--- src/rtl/dual_clock_gen_pkg.sv ---
// Shared types and defaults for the dual divided-clock generator.
package dual_clock_gen_pkg;
   localparam int CNT_W_DEF  = 16;
   localparam int EDGE_W_DEF = 32;

   typedef enum logic [1:0] {IDLE, RUN, STOPPING} state_e;
   typedef enum logic [1:0] {DELAY, LOW, HIGH, PARKED} ch_phase_e;
endpackage

--- src/rtl/dual_clock_gen_if.sv ---
// Command/status bundle between a controller and dual_clock_gen.
interface dual_clock_gen_if
   import dual_clock_gen_pkg::*;
#(
   parameter int CNT_W  = CNT_W_DEF,
   parameter int EDGE_W = EDGE_W_DEF
);
   logic              start;
   logic              stop;
   logic [CNT_W-1:0]  half1;
   logic [CNT_W-1:0]  half2;
   logic [CNT_W-1:0]  phase2;
   logic              running;
   logic              clk1_out;
   logic              clk2_out;
   logic [EDGE_W-1:0] count1;
   logic [EDGE_W-1:0] count2;
   logic              done;

   modport master (
      output start, stop, half1, half2, phase2,
      input  running, clk1_out, clk2_out, count1, count2, done
   );

   modport slave (
      input  start, stop, half1, half2, phase2,
      output running, clk1_out, clk2_out, count1, count2, done
   );
endinterface

--- src/rtl/dual_clock_gen_clk_div_channel.sv ---
// One divided-clock channel: optional start delay, 50% divider, glitch-free
// park-low on stop, and a rising-edge counter.
module clk_div_channel
   import dual_clock_gen_pkg::*;
#(
   parameter int CNT_W  = CNT_W_DEF,
   parameter int EDGE_W = EDGE_W_DEF
) (
   input  logic              clk,
   input  logic              rst,
   input  logic              i_start,
   input  logic              i_stop,
   input  logic [CNT_W-1:0]  i_half,
   input  logic [CNT_W-1:0]  i_phase,
   output logic              o_clk,
   output logic [EDGE_W-1:0] o_count,
   output logic              o_parked
);
   localparam logic [CNT_W-1:0]  ONE  = CNT_W'(1);
   localparam logic [EDGE_W-1:0] EONE = EDGE_W'(1);

   ch_phase_e         r_phase;
   logic [CNT_W-1:0]  r_cnt;
   logic              r_out;
   logic [EDGE_W-1:0] r_count;

   // r_cnt holds the number of cycles already spent in the current phase,
   // so a phase ends on the edge where it equals the programmed length.
   always_ff @(posedge clk) begin
      if (rst) begin
         r_phase <= PARKED;
         r_cnt   <= '0;
         r_out   <= 1'b0;
         r_count <= '0;
      end else if (i_start) begin
         r_phase <= (i_phase == '0) ? LOW : DELAY;
         r_cnt   <= ONE;
         r_out   <= 1'b0;
         r_count <= '0;
      end else begin
         case (r_phase)
            DELAY: begin
               if (i_stop)                r_phase <= PARKED;
               else if (r_cnt == i_phase) begin
                  r_phase <= LOW;
                  r_cnt   <= ONE;
               end else                   r_cnt <= r_cnt + ONE;
            end
            LOW: begin
               // a low output parks at once, even if a rise was due now
               if (i_stop)               r_phase <= PARKED;
               else if (r_cnt == i_half) begin
                  r_phase <= HIGH;
                  r_out   <= 1'b1;
                  r_cnt   <= ONE;
                  r_count <= r_count + EONE;
               end else                  r_cnt <= r_cnt + ONE;
            end
            HIGH: begin
               if (r_cnt == i_half) begin
                  r_phase <= i_stop ? PARKED : LOW;
                  r_out   <= 1'b0;
                  r_cnt   <= ONE;
               end else begin
                  r_cnt   <= r_cnt + ONE;
               end
            end
            default: ;
         endcase
      end
   end

   assign o_clk    = r_out;
   assign o_count  = r_count;
   assign o_parked = (r_phase == PARKED);
endmodule

--- src/rtl/dual_clock_gen.sv ---
// Two programmable divided clocks with start delay on channel 2, edge
// counters, and a start/stop FSM that parks both outputs low.
module dual_clock_gen
   import dual_clock_gen_pkg::*;
#(
   parameter int CNT_W  = CNT_W_DEF,
   parameter int EDGE_W = EDGE_W_DEF
) (
   input  logic            clk,
   input  logic            rst,
   dual_clock_gen_if.slave bus
);
   localparam int               NUM_CH = 2;
   localparam logic [CNT_W-1:0] ONE    = CNT_W'(1);

   state_e           r_state;
   state_e           w_next;
   logic             r_running;
   logic             r_done;
   logic             w_done_nxt;
   logic             w_start_take;
   logic             w_stop_take;
   logic             w_ch_stop;
   logic [CNT_W-1:0] r_half1;
   logic [CNT_W-1:0] r_half2;
   logic [CNT_W-1:0] r_phase2;

   logic [NUM_CH-1:0][CNT_W-1:0]  w_half;
   logic [NUM_CH-1:0][CNT_W-1:0]  w_phase;
   logic [NUM_CH-1:0]             w_clk;
   logic [NUM_CH-1:0]             w_parked;
   logic [NUM_CH-1:0][EDGE_W-1:0] w_count;

   always_comb begin
      w_next       = r_state;
      w_done_nxt   = 1'b0;
      w_start_take = 1'b0;
      w_stop_take  = 1'b0;
      case (r_state)
         IDLE: if (bus.start) begin
            w_next       = RUN;
            w_start_take = 1'b1;
         end
         RUN: if (bus.stop) begin
            w_next      = STOPPING;
            w_stop_take = 1'b1;
         end
         STOPPING: if (&w_parked) begin
            w_next     = IDLE;
            w_done_nxt = 1'b1;
         end
         default: w_next = IDLE;
      endcase
   end

   always_ff @(posedge clk) begin
      if (rst) begin
         r_state   <= IDLE;
         r_running <= 1'b0;
         r_done    <= 1'b0;
         r_half1   <= '0;
         r_half2   <= '0;
         r_phase2  <= '0;
      end else begin
         r_state   <= w_next;
         r_running <= (w_next != IDLE);
         r_done    <= w_done_nxt;
         if (w_start_take) begin
            // a zero half-period would stall the divider; run it as 1
            r_half1  <= (bus.half1 == '0) ? ONE : bus.half1;
            r_half2  <= (bus.half2 == '0) ? ONE : bus.half2;
            r_phase2 <= bus.phase2;
         end
      end
   end

   // Channels decide DELAY vs LOW at the start edge from the raw phase,
   // before the latched copy is visible.
   assign w_ch_stop  = w_stop_take | (r_state == STOPPING);
   assign w_half[0]  = r_half1;
   assign w_half[1]  = r_half2;
   assign w_phase[0] = '0;
   assign w_phase[1] = w_start_take ? bus.phase2 : r_phase2;

   generate
      for (genvar g = 0; g < NUM_CH; g++) begin : g_ch
         clk_div_channel #(.CNT_W(CNT_W), .EDGE_W(EDGE_W)) u_ch (
            .clk      (clk),
            .rst      (rst),
            .i_start  (w_start_take),
            .i_stop   (w_ch_stop),
            .i_half   (w_half[g]),
            .i_phase  (w_phase[g]),
            .o_clk    (w_clk[g]),
            .o_count  (w_count[g]),
            .o_parked (w_parked[g])
         );
      end
   endgenerate

   assign bus.running  = r_running;
   assign bus.done     = r_done;
   assign bus.clk1_out = w_clk[0];
   assign bus.clk2_out = w_clk[1];
   assign bus.count1   = w_count[0];
   assign bus.count2   = w_count[1];
endmodule

--- src/flat_wrapper.sv ---
// flat-port wrapper written by rule: the top's interface ports become plain ports
module dual_clock_gen_flat import dual_clock_gen_pkg::*;
#(
   parameter int CNT_W  = CNT_W_DEF,
   parameter int EDGE_W = EDGE_W_DEF
)
  (clk, rst, bus_start, bus_stop, bus_half1, bus_half2, bus_phase2, bus_running, bus_clk1_out, bus_clk2_out, bus_count1, bus_count2, bus_done);
  dual_clock_gen_if #(.CNT_W(CNT_W), .EDGE_W(EDGE_W)) bus_i ();
  input  logic clk;
  input  logic rst;
  input wire logic [$bits(bus_i.start)-1:0] bus_start;
  input wire logic [$bits(bus_i.stop)-1:0] bus_stop;
  input wire logic [$bits(bus_i.half1)-1:0] bus_half1;
  input wire logic [$bits(bus_i.half2)-1:0] bus_half2;
  input wire logic [$bits(bus_i.phase2)-1:0] bus_phase2;
  output wire logic [$bits(bus_i.running)-1:0] bus_running;
  output wire logic [$bits(bus_i.clk1_out)-1:0] bus_clk1_out;
  output wire logic [$bits(bus_i.clk2_out)-1:0] bus_clk2_out;
  output wire logic [$bits(bus_i.count1)-1:0] bus_count1;
  output wire logic [$bits(bus_i.count2)-1:0] bus_count2;
  output wire logic [$bits(bus_i.done)-1:0] bus_done;
  assign bus_i.start = bus_start;
  assign bus_i.stop = bus_stop;
  assign bus_i.half1 = bus_half1;
  assign bus_i.half2 = bus_half2;
  assign bus_i.phase2 = bus_phase2;
  assign bus_running = bus_i.running;
  assign bus_clk1_out = bus_i.clk1_out;
  assign bus_clk2_out = bus_i.clk2_out;
  assign bus_count1 = bus_i.count1;
  assign bus_count2 = bus_i.count2;
  assign bus_done = bus_i.done;
  dual_clock_gen #(.CNT_W(CNT_W), .EDGE_W(EDGE_W)) u_core (.clk(clk), .rst(rst), .bus(bus_i));
endmodule
--- config.mk ---
export PLATFORM = sky130hd
export DESIGN_NAME = dual_clock_gen_flat
export DESIGN_NICKNAME = d
export VERILOG_FILES = /design/src/rtl/dual_clock_gen_pkg.sv /design/src/rtl/dual_clock_gen_if.sv /design/src/rtl/dual_clock_gen_clk_div_channel.sv /design/src/rtl/dual_clock_gen.sv /design/src/flat_wrapper.sv
export SDC_FILE = /design/constraint.sdc
export NUM_CORES = 1
export LEC_CHECK = 0
export BUFFER_PORTS_ARGS = -buffer_cell sky130_fd_sc_hd__buf_2
export CAP_MARGIN = 0
export CORE_MARGIN = 2
export CORE_UTILIZATION = 53
export CTS_CLUSTER_DIAMETER = 100
export DETAILED_ROUTE_END_ITERATION = 12
export PLACE_DENSITY_LB_ADDON = 0.2
export SYNTH_ARGS = -nofsm -noshare
export SYNTH_HDL_FRONTEND = slang
export SYNTH_SLANG_ARGS = --single-unit
--- constraint.sdc ---
create_clock -name clk -period 4.9 [get_ports clk]
set_input_delay 0.98 -clock clk [delete_from_list [all_inputs] [get_ports clk]]
set_output_delay 0.98 -clock clk [all_outputs]
set_load 0.1 [all_outputs]
==> flow_summary.ini, run 1 <==
[grt]
grt_overflow = 0
grt_max_degree = 48
grt_pass1_wl_um = 28100
grt_use_total_pct = 23.8
grt_pass1_vias = 5800
grt_antenna_before_repair = 0

[worst_setup_path]
path_cells = buf_2 -> or3b_1 -> mux2i_1 -> o2111ai_1 -> a2111oi_2 -> a41o_2 -> a21o_4 -> nor3_1
critPathBufInv = 1
critical_path_class = primary input to flip-flop
startpoint_type = primary input
max_stage_delay_ps = 730
path_delay_family = compound AO/OA/AOI/OAI gates
cp.arrival_ps = 3320
worstPathRequired_ps = 5200
crit_slowest_cell = or3b_1
worstSetupEndpointType = flip-flop
crit_fanout = 18

[detailed_routing]
num_vias = 6466
wl_per_cell_um = 14.7
drt_iter0_markers = 459
wirelength_um = 17400
routed_via_density = 5.44
drc = 0
drt_pass1_iterations = 5
antenna_left = 0

[layout]
diodes = 0
drive_gt1_share_pct = 16.7
nNetsFinal = 1060
areaGrowthSynthToFinish_pct = 18.4

[clock_network]
cts_buffers = 17
cts_hold_buf = 0
cts_resized = 0
h-tree-depth = 4
post-cts-setup-buffers = 0
cts_tree = built
clk_latency_ps = 430
cts_root_buffer = clkbuf_16
cts_num_sinks = 154
clk_pin_slew_worst_paths_ps = 60
cts_max_path_buffers = 2

[sta]
holdWs_ps = 467
slew_violations = 0
finClkSkew_ps = 7.12
finalCriticalPeriod_ps = 3020
fin_ws_ps = 1880
clock.fmax_mhz = 331
tightest_slew_ps = 1140
slew_headroom_pct = 23.9
setup_tns_ps = 0
hold_viol = 0
rsz0062_at_grt = no
setup_viol = 0
finalCritPeriodShare_pct = 61.7

[die]
die_h_um = 122
io_pins = 120
rows = 43
start_util_pct = 53.8
core_um2 = 13800
die_w_um = 122
dieArea_um2 = 14900

[logic_synthesis]
syn_nets = 959
async_flop_share_pct = 0
ys_seq_area_share_pct = 41.6
yosys.area.top_type = dfxtp_1
synth_area_leaders = dfxtp_1, xnor2_1, nor2_1
synth_top_area_share_pct = 41.6
ys_seq_elements = 154
synth_cells = 894
synth_ff_type = dfxtp_1
synth_edf_count = 0
yosysUniqueCellTypes = 58
yosys_warnings = 0
syn_area_um2 = 7410
synth.avg_cell_area_um2 = 8.28

[run_status]
status = finished, final reports clean

[power]
power_density_nw_per_um2 = 381
ir_drop_mv = 0.251
power.total_w = 0.00334
leakagePower_nw = 3.53

[placed_design]
dp_hpwl_um = 12500
pre_cts_ws_ps = 1470
gp_congestion = 0.947
portBuffers = 119

[job]
max_cap_violations = 0

[worst_hold_path]
min_path_type = flip-flop to flip-flop
==> cell families (layout without fill, tap and decap cells) <==
| family | after synthesis | in the layout | share of synthesized area [%] |
|---|---|---|---|
| and+or+nand+nor | 407 | 407 | 26.1 |
| DFF | 154 | 154 | 41.6 |
| xor gates and xnor gates | 116 | 116 | 13.7 |
| AOI/OAI and AO/OA | 113 | 113 | 10.2 |
| buffers and inverters | 79 | 193 | 4.34 |
| adders and majority gates | 13 | 13 | 2.20 |
| muxes | 12 | 12 | 1.79 |
==> per-stage QoR <==
step | area, µm² | cells | util (%)
after detailed placement | 8100 | 1156 | 58.8
after global routing | 8770 | 1188 | 63.7
after CTS | 8770 | 1188 | 63.7
after floorplan | 7410 | 894 | -
final | 8770 | 1188 | 63.7
after global placement | 8100 | 1156 | 58.8
==> state kept, by name, summed over array words and instances (netlist names) <==
register and flops:
u_core.bus.running 1, u_core.r_phase2 16, u_core.r_state 2, u_core.g_ch.u_ch.o_clk 2
u_core.g_ch.u_ch.r_cnt 32, u_core.r_half1 16, u_core.g_ch.u_ch.r_phase 4, u_core.bus.done 1
u_core.g_ch.u_ch.o_count 64, u_core.r_half2 16
==> synth_stat cells (all sizes together) (2+ instances only) <==
library cell,count
or4,2
clkbuf,26
buf,17
a22o,15
and4,4
nor3b,2
mux2i,12
xor2,52
nand2,94
or3,11
nor4,28
o21ai,22
nand3,40
xnor2,64
a21oi,42
and2,2
o22ai,5
nand4,23
nand2b,11
nor2,134
o2111ai,2
nor3,23
dfxtp,154
a2111oi,3
and3,18
o2bb2ai,3
a21o,3
nand3b,2
ha,13
inv,36
a41oi,2
nor2b,7
o31ai,3
a211oi,3
==> worst paths after layout <==
path / endpoint / cells past startpoint / from / slack [ps]
hold / removal: u_core.r_phase2[6]$_SDFF_PP0_ / 2 / u_core.r_phase2[6]$_SDFF_PP0_ / 470
hold reg to reg: u_core.r_phase2[6]$_SDFF_PP0_ / 2 / u_core.r_phase2[6]$_SDFF_PP0_ / 470
setup / recovery: u_core.g_ch[1].u_ch.r_cnt[6]$_SDFFE_PP0P_ / 8 / bus_start / 1880
setup reg to reg: u_core.g_ch[1].u_ch.o_count[30]$_SDFFE_PP0P_ / 7 / u_core.g_ch[1].u_ch.r_cnt[9]$_SDFFE_PP0P_ / 1910
==> placed cells by master, fill, tap and decap left out, drive strengths merged, types with 11 or more instances in the layout <==
cell type / count
nand2: 94
o21ai: 22
nand4: 23
a22o: 15
and3: 18
nor4: 28
xnor2: 64
mux2i: 12
nand3: 40
or3: 11
nor2: 134
buf: 125
a21oi: 42
inv: 37
nand2b: 11
clkbuf: 20
dfxtp: 154
nor3: 23
xor2: 52
ha: 13
==> report_power, final <==
part	internal (W)	switching, W
registers	0.00131	0.0000554
clock network	0.000980	0.000512
logic	0.000180	0.000308
total	0.00247	0.000876
==> cell type report <==
| class | instances | area, µm² |
|---|---|---|
| Timing Repair Buffer | 125 | 641 |
| Tap cell | 180 | 225 |
| Inverter | 36 | 135 |
| Sequential cell | 154 | 3080 |
| Multi-Input combinational cell | 661 | 4020 |
| Clock buffer | 20 | 457 |
| Fill cell | 1238 | 5000 |
| Clock inverter | 12 | 216 |
==> metal layers <==
metal  track usage (%)  up-vias  share of wire, %
met3              5.07       32               4.9
met2              38.1      158                47
li1                  -     3278                 -
met1              31.0     2998                46
met5                 0        -                 0
met4              10.1        0               2.4
==> worst min-delay path, delay by kind of cell (launching register included) <==
| kind | cells | cell delay, ps |
|---|---|---|
| flops | 1 | 310 |
| compound gates | 1 | 60 |
| simple gates | 1 | 50 |
Power figures use the tool's default switching activity.
==> run 2, diff against run 1 <==
Clock period 4.9 ns to 2.8 ns, I/O delays scaled along.
==> run 2 against run 1 <==
Effect of this change:
- first-iteration DRC count shrank 8.7%
- clock power rose by 61%
- combinational power increased by 87%
- sequential power up 75%
- worst hold slack lost 110 ps
- cell count rose by 2.0%
==> flow_summary.ini, run 2 (synthesis gave the netlist of run 1 again) <==
[grt]
grt_max_degree = 38
grt_pass1_vias = 5843
grt_overflow = 0
grt_antenna_before_repair = 1
grt_use_total_pct = 23.5
grt_pass1_wl_um = 28000

[worst_setup_path]
critical_path_class = flip-flop to flip-flop
startpoint_type = flip-flop
worstSetupEndpointType = flip-flop
cp.arrival_ps = 2840
worstPathRequired_ps = 3100
crit_fanout = 8

[clock_network]
h-tree-depth = 4
cts_num_sinks = 154
cts_max_path_buffers = 2
cts_hold_buf = 0
clk_pin_slew_worst_paths_ps = 60
cts_tree = built
cts_buffers = 17
clk_latency_ps = 420
cts_resized = 0
cts_root_buffer = clkbuf_16
post-cts-setup-buffers = 0

[layout]
final_common_cell = dfxtp_1
nFillCells = 1246
layout_common_cells = dfxtp_1, nor2_1, buf_2, nand2_1, xnor2_1
nNetsFinal = 1084
utilization_pct = 64.6
largest_register_ffs = 64
drive_gt1_share_pct = 18.6
areaGrowthSynthToFinish_pct = 20.2
diodes = 0

[die]
io_pins = 120
die_w_um = 122
dieArea_um2 = 14900
start_util_pct = 53.8
rows = 43
core_um2 = 13800
die_h_um = 122

[sta]
slew_violations = 0
setup_tns_ps = 0
hold_viol = 0
slew_headroom_pct = 62.1
clock.fmax_mhz = 393
finClkSkew_ps = 13.1
finalCriticalPeriod_ps = 2540
rsz0062_at_grt = no
setup_viol = 0
fin_ws_ps = 255
tightest_slew_ps = 564
finalCritPeriodShare_pct = 90.9

[run_status]
status = finished, final reports clean

[worst_hold_path]
min_path_type = primary input to flip-flop

[detailed_routing]
drt_pass1_iterations = 5
num_vias = 6503
wirelength_um = 17400
wl_per_cell_um = 14.4
drc = 0
drt_iter0_markers = 419
antenna_left = 0
routed_via_density = 5.37

[placed_design]
portBuffers = 119
dp_hpwl_um = 12900
gp_congestion = 0.971
pre_cts_ws_ps = 123

[power]
leakagePower_nw = 3.61
power_density_nw_per_um2 = 639
power.total_w = 0.00569
ir_drop_mv = 0.402

[job]
max_cap_violations = 0
-- run 2: cell count changes in the layout (fill, tap and decap cells not counted), sizes merged --
| cell | before | now |
|---|---|---|
| clkinv | 4 | 2 |
| clkinvlp | 1 | 4 |
| bufinv | 6 | 4 |
| buf | 125 | 149 |
| clkbuf | 20 | 21 |
-- run 2: path summary, 6_finish.rpt --
kind                                              startpoint                                            to  slack (ps)  cells past startpoint
hold / removal                                 bus_half2[15]               u_core.r_half2[15]$_SDFFE_PP0N_         360                      2
hold reg to reg                u_core.r_phase2[6]$_SDFF_PP0_                 u_core.r_phase2[6]$_SDFF_PP0_         460                      2
setup / recovery  u_core.g_ch[1].u_ch.r_cnt[15]$_SDFFE_PP0P_  u_core.g_ch[1].u_ch.o_count[31]$_SDFFE_PP0P_         260                      7
setup reg to reg  u_core.g_ch[1].u_ch.r_cnt[15]$_SDFFE_PP0P_  u_core.g_ch[1].u_ch.o_count[31]$_SDFFE_PP0P_         260                      7
-- run 2: power by group --
part	internal [W]	total (W)	switching, W
Clock	0.00151	0.00240	0.000887
Combinational	0.000353	0.000912	0.000559
Sequential	0.00229	0.00238	0.0000900
Total	0.00415	0.00569	0.00154
-- run 2: metrics by stage --
step                std cells  hold WS, ps  cell area, µm²
global placement         1180          445            8280
detailed placement       1180          449            8280
finish                   1212          359            8900
CTS                      1212          351            8900
global route             1212          358            8900
floorplan                 894          436            7410
-- run 2: cell type report --
| class | count | area [µm²] | share of cell area (%) |
|---|---|---|---|
| flip-flops and latches | 154 | 3090 | 34.7 |
| clock inverters | 11 | 169 | 1.90 |
| repair buffers | 149 | 821 | 9.22 |
| clock buffers | 21 | 450 | 5.06 |
| multi-input cells | 661 | 4020 | 45.1 |
| inverters | 36 | 135 | 1.52 |
| well taps | 180 | 225 | 2.53 |
-- run 2: worst max-delay path, cell delays in order (launching register included) --
cell     delay (ps)
dfxtp_1         470
xor2_1          120
nor4_1          330
nand4_1         260
or4_1           730
nor4_1          300
xnor2_1         160
nor2_1           50
-- run 2: metal layers --
metal	up-vias	wire, µm	global-route usage (%)
met2	206	7840	38.3
met1	2961	8160	30.6
li1	3305	-	-
met3	29	1080	5.67
met5	-	11	0
met4	2	349	8.05
